File: src/rtl/ram_4002.sv
// 4002 RAM/output-port chip model: 4x(16 main + 4 status) nibbles plus a 4-bit port.
// Runs on eclk only; the 4004 phase clocks are sampled, and clk2 rising edges form the bus strobe.
module ram_4002 #(
  parameter logic [1:0] CHIP_ID = 2'd0
) (
  input  logic       eclk,
  input  logic       ereset,
  input  logic       clk1,
  input  logic       clk2,
  input  logic       sync,
  input  logic       reset,
  input  logic       cm_ram,
  input  logic [3:0] db_in,
  output logic [3:0] db_ram,
  output logic       db_ram_t,
  output logic [3:0] port_o
);

  localparam logic [2:0] PH_M2 = 3'd4;
  localparam logic [2:0] PH_X2 = 3'd6;
  localparam logic [2:0] PH_X3 = 3'd7;

  logic       clk2_d;
  logic       stb;
  logic [2:0] ph;
  logic       sel;
  logic       src_pend;
  logic       io_valid;
  logic [1:0] rreg;
  logic [3:0] rchar;
  logic [3:0] opa;
  logic [3:0] main_mem [0:3][0:15];
  logic [3:0] stat_mem [0:3][0:3];
  logic       is_rd;
  logic       drive;
  logic [3:0] rd_data;
  logic       unused_clk1;

  assign unused_clk1 = clk1;

  always_ff @(posedge eclk or negedge ereset) begin
    if (!ereset) clk2_d <= 1'b0;
    else         clk2_d <= clk2;
  end

  assign stb = clk2 & ~clk2_d;

  always_ff @(posedge eclk or negedge ereset) begin
    if (!ereset) begin
      ph       <= '0;
      sel      <= 1'b0;
      src_pend <= 1'b0;
      io_valid <= 1'b0;
      rreg     <= '0;
      rchar    <= '0;
      opa      <= '0;
      port_o   <= '0;
      for (int unsigned i = 0; i < 4; i++) begin
        for (int unsigned j = 0; j < 16; j++) main_mem[i][j] <= '0;
        for (int unsigned j = 0; j < 4; j++)  stat_mem[i][j] <= '0;
      end
    end else if (stb) begin
      ph <= sync ? 3'd0 : ph + 3'd1;
      if (reset) begin
        sel      <= 1'b0;
        src_pend <= 1'b0;
        io_valid <= 1'b0;
        rreg     <= '0;
        rchar    <= '0;
        opa      <= '0;
        port_o   <= '0;
        for (int unsigned i = 0; i < 4; i++) begin
          for (int unsigned j = 0; j < 16; j++) main_mem[i][j] <= '0;
          for (int unsigned j = 0; j < 4; j++)  stat_mem[i][j] <= '0;
        end
      end else begin
        if (ph == PH_X2 && cm_ram) begin
          sel      <= (db_in[3:2] == CHIP_ID);
          src_pend <= 1'b1;
          if (db_in[3:2] == CHIP_ID) rreg <= db_in[1:0];
        end
        if (ph == PH_X3 && src_pend) begin
          if (sel) rchar <= db_in;
          src_pend <= 1'b0;
        end
        if (ph == PH_M2) begin
          io_valid <= cm_ram & sel;
          if (cm_ram & sel) opa <= db_in;
        end
        if (ph == PH_X3) io_valid <= 1'b0;
        // cm_ram high at X2 is an SRC; it takes precedence and suppresses the write
        if (ph == PH_X2 && io_valid && !cm_ram) begin
          case (opa)
            4'h0:                      main_mem[rreg][rchar]    <= db_in;
            4'h1:                      port_o                   <= db_in;
            4'h4, 4'h5, 4'h6, 4'h7:    stat_mem[rreg][opa[1:0]] <= db_in;
            default: ;
          endcase
        end
      end
    end
  end

  always_comb begin
    is_rd = 1'b0;
    case (opa)
      4'h8, 4'h9, 4'hB, 4'hC, 4'hD, 4'hE, 4'hF: is_rd = 1'b1;
      default: is_rd = 1'b0;
    endcase
  end

  assign drive   = (ph == PH_X2) && io_valid && is_rd;
  assign rd_data = (opa[3:2] == 2'b11) ? stat_mem[rreg][opa[1:0]] : main_mem[rreg][rchar];

  // Drive is re-registered every eclk so it follows ph one eclk after each strobe
  always_ff @(posedge eclk or negedge ereset) begin
    if (!ereset) begin
      db_ram_t <= 1'b0;
      db_ram   <= '0;
    end else if (stb && reset) begin
      db_ram_t <= 1'b0;
      db_ram   <= '0;
    end else begin
      db_ram_t <= drive;
      db_ram   <= drive ? rd_data : '0;
    end
  end

endmodule

File: config.mk
export PLATFORM = sky130hd
export DESIGN_NAME = ram_4002
export DESIGN_NICKNAME = d
export VERILOG_FILES = /design/src/rtl/ram_4002.sv
export SDC_FILE = /design/constraint.sdc
export NUM_CORES = 1
export LEC_CHECK = 0
export CORE_UTILIZATION = 57
export DETAILED_ROUTE_END_ITERATION = 10
export PLACE_DENSITY_LB_ADDON = 0.15
export SLEW_MARGIN = 40
export SYNTH_ARGS = -nofsm -noshare
export SYNTH_HDL_FRONTEND = slang
export SYNTH_SLANG_ARGS = --single-unit
File: constraint.sdc
create_clock -name eclk -period 1.8 [get_ports eclk]
set_input_delay 0.36 -clock eclk [delete_from_list [all_inputs] [get_ports eclk]]
set_output_delay 0.36 -clock eclk [all_outputs]
set_load 0.03 [all_outputs]
==> metrics.txt <==
Area Growth Syn to Fin=47.0%; largest net degree at the start of global routing=66; num ports=20; sequential share of the synthesized area=53.2%; DR pass1 iterations=6; Core ar.=27900 um2; RSZ-0062 raised after global routing=true; DP HPWL=30100 um; syn_nets=1310; number of CTS-inserted buffers=38; # diodes=0; clk_lat worst skew=550 ps; IO buf count=18; vias in the first global route=15.6k; vias post-DR=15.1k; Final ANT Viol Nets=0; Critical R2R Launch=rreg[0]$_DFFE_PN0P_; Finished Layout Cells=2029; skew final=25.0 ps; CP Launch Type=flop; Max H-tree Level=2; Die Width=171 um; failing checks=setup timing; row cnt=61; YS warnings=0; clock sinks=346; top_reg_cell synth=dfrtp_1; TritonCTS clock tree=done; Slew HR=53.0%; CP max FO=7; Worst-Margin Slew=699 ps; Setup CP Type=flop to flop; Netlist cell types=51; root buf cell=clkbuf_16; Final Setup Violations=326; clk slew on worst S/H paths=70 ps; Hold/Removal Path Class=input pin to async pin; Max Freq=398 MHz; Hold Vio Cnt, Final=0; first-pass GRT wire length=97700 um; Tmin final=2510 ps; Avg Synthesized Cell Area=12.6 um2; Post-synth EDFFs=0; Design Power=20.6 mW; die area=29200 um2; crit end category=flop; Synth Instances=1295; final WL=69800 um; period utilization=140%; share of synthesized registers carrying an async set or reset=100%; global placer's final weighted congestion=0.893; Finished Cell Area=23900 um2; DP Area=18700 um2; #FFs+latches synth=346; ratio of cells with drive above 1 in the final layout=46.8%; Worst R2R Path Depth=7; gr usage total=46.1%; reg-to-reg endpoint=db_ram[0]$_DFF_PN0_; PnR worst setup slack=-714 ps; placed cells=1843; DIE HEIGHT=171 um; Pleak=10.3 nW; maximum vdd drop=0.812 mV; pwr dens=862 nW/um2; maxcap violations=0; GRT overflow=0; Final Slew Violations=0; Iter 0 DRT Violations=2013; initial antenna violation count=2; Mapped Area=16300 um2; status=finished, violations left; Vias/cell=7.46; R2R Setup Slk=-710 ps; Place WS=-551 ps; Initial Util=58.2%; # nets final=1637; # fillers=1172; Clock Path Buffers=3; worst path required time=2200 ps; drc violations=0; mean routed wirelength per cell=34.4 um; arrival time worst endpoint=2920 ps
Yosys cell counts, types with 9 or more instances:
cell,count,share of area [%]
o21ai_0,86,2.6
o22ai_1,12,0.46
buf_2,46,1.4
mux2_2,22,1.5
mux4_2,64,8.9
nand3_1,10,0.31
nand2b_1,15,0.58
nor2b_1,17,0.65
a211oi_1,9,0.42
nand2_1,102,2.4
mux2i_1,76,4.7
and3_1,10,0.38
clkbuf_1,35,0.81
nor2_1,78,1.8
a22o_1,256,14
dfrtp_1,346,53
state kept, by name, indices dropped and copies added, names as in the netlist:
register	count
main_mem	256
stat_mem	64
db_ram	4
opa	4
port_o	4
rchar	4
ph	3
rreg	2
clk2_d	1
db_ram_t	1
io_valid	1
sel	1
src_pend	1
metrics by stage:
stage	TNS [ps]	hold WS, ps	utilization, %
floorplan	-5390	64.4	-
global placement	-127720	303	66.9
detailed placement	-138680	302	66.9
CTS	-51880	354	84.8
global route	-80050	371	85.6
finish	-66250	341	85.6
critical path, cell delays in order (launching register included):
cell      delay, ps
dfrtp_4         510
buf_12          170
buf_8           120
mux4_2          570
mux2i_2         270
mux2i_1         160
o211ai_1        400
a21oi_1         170
cell type report:
| cell class | instances | area, um2 | share of cell area (%) |
|---|---|---|---|
| Multi-Input combinational cell | 835 | 8830 | 36.9 |
| Clock inverter | 12 | 146 | 0.612 |
| Clock buffer | 57 | 1190 | 4.96 |
| Timing Repair Buffer | 394 | 4590 | 19.2 |
| Inverter | 7 | 26.3 | 0.110 |
| Sequential cell | 346 | 8670 | 36.2 |
| Tap cell | 378 | 473 | 1.98 |
where the power goes:
part	switching [mW]	internal, mW	total, mW	leakage [nW]
registers	0.112	7.85	7.96	4.82
clock network	3.43	5.01	8.44	0.656
logic	2.37	1.86	4.23	4.83
total	5.91	14.7	20.6	10.3
layer usage:
metal | wire (um) | GRT usage, % | part of all wire, % | up-vias
li1 | - | - | - | 5640
met5 | 23 | 0 | 0.033 | -
met3 | 9250 | 13.8 | 13 | 604
met1 | 23100 | 55.3 | 33 | 7475
met4 | 7090 | 35.1 | 10 | 4
met2 | 30300 | 70.2 | 43 | 1417
cell families (layout without fill, tap and decap cells):
logic type                 Yosys count  count (layout)  synth area share (%)
DFF                                346             346                  53.2
muxes                              170             170                  16.4
AOI/OAI and AO/OA                  392             392                  18.7
and+or+nand+nor                    269             269                  7.88
adders and majority gates            4               4                 0.308
buffers and inverters              114             470                  3.57
worst max-delay path by stage:
stage,start,end,slack (ps),cells past startpoint
after global placement,rreg[0]$_DFFE_PN0P_,db_ram[1]$_DFF_PN0_,-560,8
after CTS,rreg[0]$_DFFE_PN0P_,db_ram[0]$_DFF_PN0_,-410,7
after detailed placement,rreg[0]$_DFFE_PN0P_,db_ram[1]$_DFF_PN0_,-550,8
final,rreg[0]$_DFFE_PN0P_,db_ram[0]$_DFF_PN0_,-710,7
after floorplan,rreg[0]$_DFFE_PN0P_,db_ram[3]$_DFF_PN0_,-40,8
after global routing,rreg[1]$_DFFE_PN0P_,db_ram[2]$_DFF_PN0_,-790,8
cell usage in the layout (no fill, tap or decap), types with 20 or more instances in the layout:
cell type  instances
dfrtp_1          343
a22o_1           254
buf_4            218
nand2_1           85
mux4_2            72
mux2i_1           64
nor2_4            63
buf_12            60
o21ai_4           58
buf_6             51
clkbuf_16         43
buf_16            23
buf_8             22
mux2_2            20
timing repair:
action,CTS,global route
buffers inserted,81,27
gates cloned,39,2
gates resized for setup,466,121
endpoints found under the hold margin,39,0
pin swaps,106,64
hold buffers,1,0
endpoints found under the setup margin,333,330
Power figures use the tool's default switching activity.
